**src/rtl/bus_read_collector_if.sv**
```systemverilog
// Core-side load/store bus between the core, the read collector and the read sources.
interface bus_read_collector_if #(
  parameter int unsigned RDSEL_WIDTH = 3
);
  logic                   req_i;
  logic                   we_i;
  logic [RDSEL_WIDTH-1:0] RDsel_i;
  logic [31:0]            mem_rdata_i;
  logic [15:0]            leds_rdata_i;
  logic [31:0]            hex_rdata_i;
  logic [15:0]            sw_rdata_i;
  logic [7:0]             ps2_rdata_i;
  logic                   ps2_valid_i;
  logic                   ps2_ack_o;
  logic                   stall_o;
  logic                   rvalid_o;
  logic [31:0]            rdata_o;
  logic                   err_o;

  modport master (
    output req_i, we_i, RDsel_i, mem_rdata_i, leds_rdata_i, hex_rdata_i,
           sw_rdata_i, ps2_rdata_i, ps2_valid_i,
    input  ps2_ack_o, stall_o, rvalid_o, rdata_o, err_o
  );

  modport slave (
    input  req_i, we_i, RDsel_i, mem_rdata_i, leds_rdata_i, hex_rdata_i,
           sw_rdata_i, ps2_rdata_i, ps2_valid_i,
    output ps2_ack_o, stall_o, rvalid_o, rdata_o, err_o
  );
endinterface

```
**src/rtl/bus_read_collector.sv**
```systemverilog
// Read-response collector: waits for the selected source, returns one registered
// read word with an error flag, drives the core stall and times out PS/2 reads.
module bus_read_collector #(
  parameter int unsigned RDSEL_WIDTH = 3,
  parameter int unsigned TIMEOUT     = 1024
) (
  input logic                 clk_i,
  input logic                 rst_i,
  bus_read_collector_if.slave bus
);

  localparam logic [RDSEL_WIDTH-1:0] SEL_MEM  = RDSEL_WIDTH'(0);
  localparam logic [RDSEL_WIDTH-1:0] SEL_LEDS = RDSEL_WIDTH'(1);
  localparam logic [RDSEL_WIDTH-1:0] SEL_HEX  = RDSEL_WIDTH'(2);
  localparam logic [RDSEL_WIDTH-1:0] SEL_PS2  = RDSEL_WIDTH'(3);
  localparam logic [RDSEL_WIDTH-1:0] SEL_SW   = RDSEL_WIDTH'(4);

  localparam int unsigned      CNT_W    = $clog2(TIMEOUT);
  localparam logic [CNT_W-1:0] CNT_LAST = CNT_W'(TIMEOUT - 1);

  typedef enum logic [1:0] {
    IDLE,
    WAIT_MEM,
    WAIT_PS2,
    RESP
  } state_t;

  state_t             state_q, state_d;
  logic [CNT_W-1:0]   cnt_q, cnt_d;
  logic [31:0]        rdata_q, rdata_d;
  logic               err_q, err_d;
  logic               stall;
  logic               ps2_ack;

  // The accepted select code is carried by the state it leads to, so no separate
  // select register is kept.
  always_comb begin
    state_d = state_q;
    cnt_d   = cnt_q;
    rdata_d = rdata_q;
    err_d   = err_q;
    stall   = 1'b0;
    ps2_ack = 1'b0;

    case (state_q)
      IDLE: begin
        if (bus.req_i && !bus.we_i) begin
          stall = 1'b1;
          case (bus.RDsel_i)
            SEL_MEM: state_d = WAIT_MEM;
            SEL_PS2: begin
              state_d = WAIT_PS2;
              cnt_d   = '0;
            end
            SEL_LEDS: begin
              rdata_d = {16'b0, bus.leds_rdata_i};
              err_d   = 1'b0;
              state_d = RESP;
            end
            SEL_HEX: begin
              rdata_d = bus.hex_rdata_i;
              err_d   = 1'b0;
              state_d = RESP;
            end
            SEL_SW: begin
              rdata_d = {16'b0, bus.sw_rdata_i};
              err_d   = 1'b0;
              state_d = RESP;
            end
            default: begin
              rdata_d = '0;
              err_d   = 1'b1;
              state_d = RESP;
            end
          endcase
        end
      end

      WAIT_MEM: begin
        stall   = 1'b1;
        rdata_d = bus.mem_rdata_i;
        err_d   = 1'b0;
        state_d = RESP;
      end

      WAIT_PS2: begin
        stall = 1'b1;
        // Arriving data takes priority over an expiring timeout.
        if (bus.ps2_valid_i) begin
          ps2_ack = 1'b1;
          rdata_d = {24'b0, bus.ps2_rdata_i};
          err_d   = 1'b0;
          state_d = RESP;
        end else if (cnt_q == CNT_LAST) begin
          rdata_d = '0;
          err_d   = 1'b1;
          state_d = RESP;
        end else begin
          cnt_d = cnt_q + CNT_W'(1);
        end
      end

      RESP: state_d = IDLE;

      default: state_d = IDLE;
    endcase
  end

  always_ff @(posedge clk_i) begin
    if (rst_i) begin
      state_q <= IDLE;
      cnt_q   <= '0;
      rdata_q <= '0;
      err_q   <= 1'b0;
    end else begin
      state_q <= state_d;
      cnt_q   <= cnt_d;
      rdata_q <= rdata_d;
      err_q   <= err_d;
    end
  end

  assign bus.stall_o   = stall;
  assign bus.ps2_ack_o = ps2_ack;
  assign bus.rvalid_o  = (state_q == RESP);
  assign bus.rdata_o   = rdata_q;
  assign bus.err_o     = err_q;

endmodule

```
**src/flat_wrapper.sv**
```systemverilog
// flat-port wrapper written by rule: the top's interface ports become plain ports
module bus_read_collector_flat 
#(
  parameter int unsigned RDSEL_WIDTH = 3,
  parameter int unsigned TIMEOUT     = 1024
)
  (clk_i, rst_i, bus_req_i, bus_we_i, bus_RDsel_i, bus_mem_rdata_i, bus_leds_rdata_i, bus_hex_rdata_i, bus_sw_rdata_i, bus_ps2_rdata_i, bus_ps2_valid_i, bus_ps2_ack_o, bus_stall_o, bus_rvalid_o, bus_rdata_o, bus_err_o);
  bus_read_collector_if #(.RDSEL_WIDTH(RDSEL_WIDTH)) bus_i ();
  input logic clk_i;
  input logic rst_i;
  input wire logic [$bits(bus_i.req_i)-1:0] bus_req_i;
  input wire logic [$bits(bus_i.we_i)-1:0] bus_we_i;
  input wire logic [$bits(bus_i.RDsel_i)-1:0] bus_RDsel_i;
  input wire logic [$bits(bus_i.mem_rdata_i)-1:0] bus_mem_rdata_i;
  input wire logic [$bits(bus_i.leds_rdata_i)-1:0] bus_leds_rdata_i;
  input wire logic [$bits(bus_i.hex_rdata_i)-1:0] bus_hex_rdata_i;
  input wire logic [$bits(bus_i.sw_rdata_i)-1:0] bus_sw_rdata_i;
  input wire logic [$bits(bus_i.ps2_rdata_i)-1:0] bus_ps2_rdata_i;
  input wire logic [$bits(bus_i.ps2_valid_i)-1:0] bus_ps2_valid_i;
  output wire logic [$bits(bus_i.ps2_ack_o)-1:0] bus_ps2_ack_o;
  output wire logic [$bits(bus_i.stall_o)-1:0] bus_stall_o;
  output wire logic [$bits(bus_i.rvalid_o)-1:0] bus_rvalid_o;
  output wire logic [$bits(bus_i.rdata_o)-1:0] bus_rdata_o;
  output wire logic [$bits(bus_i.err_o)-1:0] bus_err_o;
  assign bus_i.req_i = bus_req_i;
  assign bus_i.we_i = bus_we_i;
  assign bus_i.RDsel_i = bus_RDsel_i;
  assign bus_i.mem_rdata_i = bus_mem_rdata_i;
  assign bus_i.leds_rdata_i = bus_leds_rdata_i;
  assign bus_i.hex_rdata_i = bus_hex_rdata_i;
  assign bus_i.sw_rdata_i = bus_sw_rdata_i;
  assign bus_i.ps2_rdata_i = bus_ps2_rdata_i;
  assign bus_i.ps2_valid_i = bus_ps2_valid_i;
  assign bus_ps2_ack_o = bus_i.ps2_ack_o;
  assign bus_stall_o = bus_i.stall_o;
  assign bus_rvalid_o = bus_i.rvalid_o;
  assign bus_rdata_o = bus_i.rdata_o;
  assign bus_err_o = bus_i.err_o;
  bus_read_collector #(.RDSEL_WIDTH(RDSEL_WIDTH), .TIMEOUT(TIMEOUT)) u_core (.clk_i(clk_i), .rst_i(rst_i), .bus(bus_i));
endmodule
```
**config.mk**
```make
export PLATFORM = sky130hd
export DESIGN_NAME = bus_read_collector_flat
export DESIGN_NICKNAME = d
export VERILOG_FILES = /design/src/rtl/bus_read_collector_if.sv /design/src/rtl/bus_read_collector.sv /design/src/flat_wrapper.sv
export SDC_FILE = /design/constraint.sdc
export NUM_CORES = 1
export LEC_CHECK = 0
export CORE_ASPECT_RATIO = 1.2
export CORE_MARGIN = 2
export CORE_UTILIZATION = 43
export CTS_CLUSTER_SIZE = 10
export DETAILED_ROUTE_END_ITERATION = 12
export GPL_TIMING_DRIVEN = 0
export PLACE_DENSITY_LB_ADDON = 0.3
export SYNTH_ARGS = -nofsm -noshare
export SYNTH_HDL_FRONTEND = slang
export SYNTH_SLANG_ARGS = --single-unit
```
**constraint.sdc**
```tcl
create_clock -name clk_i -period 5.4 [get_ports clk_i]
set_input_delay 1.08 -clock clk_i [delete_from_list [all_inputs] [get_ports clk_i]]
set_output_delay 1.08 -clock clk_i [all_outputs]
set_load 0.005 [all_outputs]
```
==> reports/metrics.yaml <==
status: "finished clean"
yosysSeqAreaShare_pct: 31.44
clock_sinks: 45
grt_pass1_vias: 3293
finish.net_count: 608
overflow: 0
period_share_pct: 66.77
whs_path_depth: 2
avgRoutedWirePerCell_um: 17.13
fin_skew_ns: 0.006908
instances_no_fill: 577
area_growth_pct: 58.21
synth-main-ff-cell: "dfxtp_1"
multi_input_area_um2: 1778
p_per_area_nw_per_um2: 400.0
grt_pass1_wl_um: 15290
final_area_um2: 4533
tns_ns: 0
min_path_type: "reg -> reg"
slew_headroom_pct: 59.81
placed_cells: 569
yosysTopAreaCellShare_pct: 31.44
syn-num-nets: 454
drt_pass1_iterations: 6
fmax_ghz: 0.2773
io_pins: 148
path_max_fanout: 10
h-tree-depth: 2
finalHoldViolations: 0
endpoint_kind: "output port"
cap_violations: 0
setup_viol: 0
dp_hpwl_um: 7875
cp-start-kind: "input port"
syn_area_per_cell_um2: 8.502
p_leak_nw: 1.605
insertion_delay_ns: 0.31
initial_core_util_pct: 44.45
root_buffer: "clkbuf_8"
diodes: 0
cts_buffers: 5
fp.dieArea_um2: 7335
die_width_um: 78.52
antenna_found_initial: 0
rsz0062_at_grt: "no"
post_cts_resized: 0
rows: 32
synth_cells: 337
post_cts.repair.setup_buffers: 0
yosys_warnings: 0
cp.arrival_ns: 2.53
synth-edff-count: 0
crit_required_ns: 4.32
grt_max_degree: 16
synth_seq_cells: 45
layout-drive-gt1-share_pct: 6.911
whs_ns: 0.4864
die_h_um: 93.42
syn_area_um2: 2865
core_um2: 6446
vias_per_cell: 6.007
worstSetupPathType: "in -> out"
dpl_cell_area_um2: 4443
drcViolationCount: 0
fillers: 535
cts_tree: "yes"
cts_buffer_depth: 2
ant_nets: 0
globalplace.congestion: 0.8866
ys_top_cells_by_area: "dfxtp_1 (31%), a22oi_1 (8.4%), a21oi_1 (7.9%)"
clk_pin_slew_ns: 0.09
ff_latch_area_um2: 900.9
ys_types: 48
vias: 3466
async_flop_share_pct: 0
routed_wl_um: 9885
slew_violations: 0
worstMarginPinSlew_ns: 0.6007
drt_iter0_drc: 196
layout_common_cells: "clkdlybuf4s50_1 (147), a21oi_1 (45), dfxtp_1 (45)"
final.min_clock_period_ns: 3.606
final_common_cell: "clkdlybuf4s50_1"
cts-hold-fix-buffers: 0
ir_drop_v: 0.0001885
synth_top_area_cell: "dfxtp_1"
track_usage_pct: 26.08
portBuffers: 147
rr_worst_depth: 7
==> Yosys cell counts (6+ instances only) <==
master / instances
a21oi_1: 45
dfxtp_1: 45
a22oi_1: 32
a211oi_1: 25
nand2_1: 21
clkbuf_1: 18
a221o_1: 16
buf_2: 14
o21ai_0: 14
and2_1: 13
a41o_1: 9
nor4bb_1: 8
nor2_1: 7
a32o_1: 6
nand4_1: 6
==> registers in the layout (all words and copies together) (netlist names) <==
signal,cells
u_core.bus.err_o,1
u_core.bus.rdata_o,32
u_core.cnt_q,10
u_core.state_q,2
==> per-layer routing <==
layer / GRT usage (%) / wire [um]
met1: 29.64 / 3846
met2: 46.44 / 5180
met3: 5.405 / 610
met4: 11.84 / 247
met5: 0 / 0
==> path summary, 6_finish.rpt <==
check                          from               end  slack, ns
hold reg to reg    u_core.bus.err_o  u_core.bus.err_o       0.49
hold / removal     u_core.bus.err_o  u_core.bus.err_o       0.49
setup / recovery    bus_ps2_valid_i     bus_ps2_ack_o       1.79
setup reg to reg  u_core.state_q[0]   u_core.cnt_q[2]       3.10
==> per-stage QoR <==
stage               util, %  power (mW)  setup slack, ns
finish                70.32       1.813            1.794
global route          70.32       1.933            1.759
CTS                   70.32       1.810            1.813
detailed placement    68.92       1.593            1.822
global placement      68.92       1.559            1.827
floorplan                 -       1.113            2.944
==> power breakdown <==
part	switching [mW]	internal (mW)	leakage, nW
combinational	0.557	0.540	1.19
sequential	0.0591	0.440	0.369
clock	0.125	0.0920	0.0445
total	0.742	1.07	1.61
==> worst max-delay path: stages <==
cell             delay, ns
clkdlybuf4s50_1       0.50
and2_1                0.15
buf_2                 0.25
clkdlybuf4s50_1       0.55
==> cell families after synthesis <==
group,Yosys count,synth area share [%]
xor gates and xnor gates,1,0.3057
muxes,1,0.3494
buffers and inverters,42,6.506
AOI/OAI and AO/OA,162,41.49
DFF,45,31.44
and+or+nand+nor,81,17.73
adders and majority gates,5,2.183
==> area by class of cell <==
class / instances / share of cell area (%)
Timing Repair Buffer: 147 / 32.46
Buffer: 35 / 3.533
Clock inverter: 3 / 0.4692
Inverter: 7 / 0.5796
Clock buffer: 5 / 1.518
Multi-Input combinational cell: 250 / 39.22
Sequential cell: 45 / 19.87
Tap cell: 85 / 2.346
(Power assumes the default switching activity.)
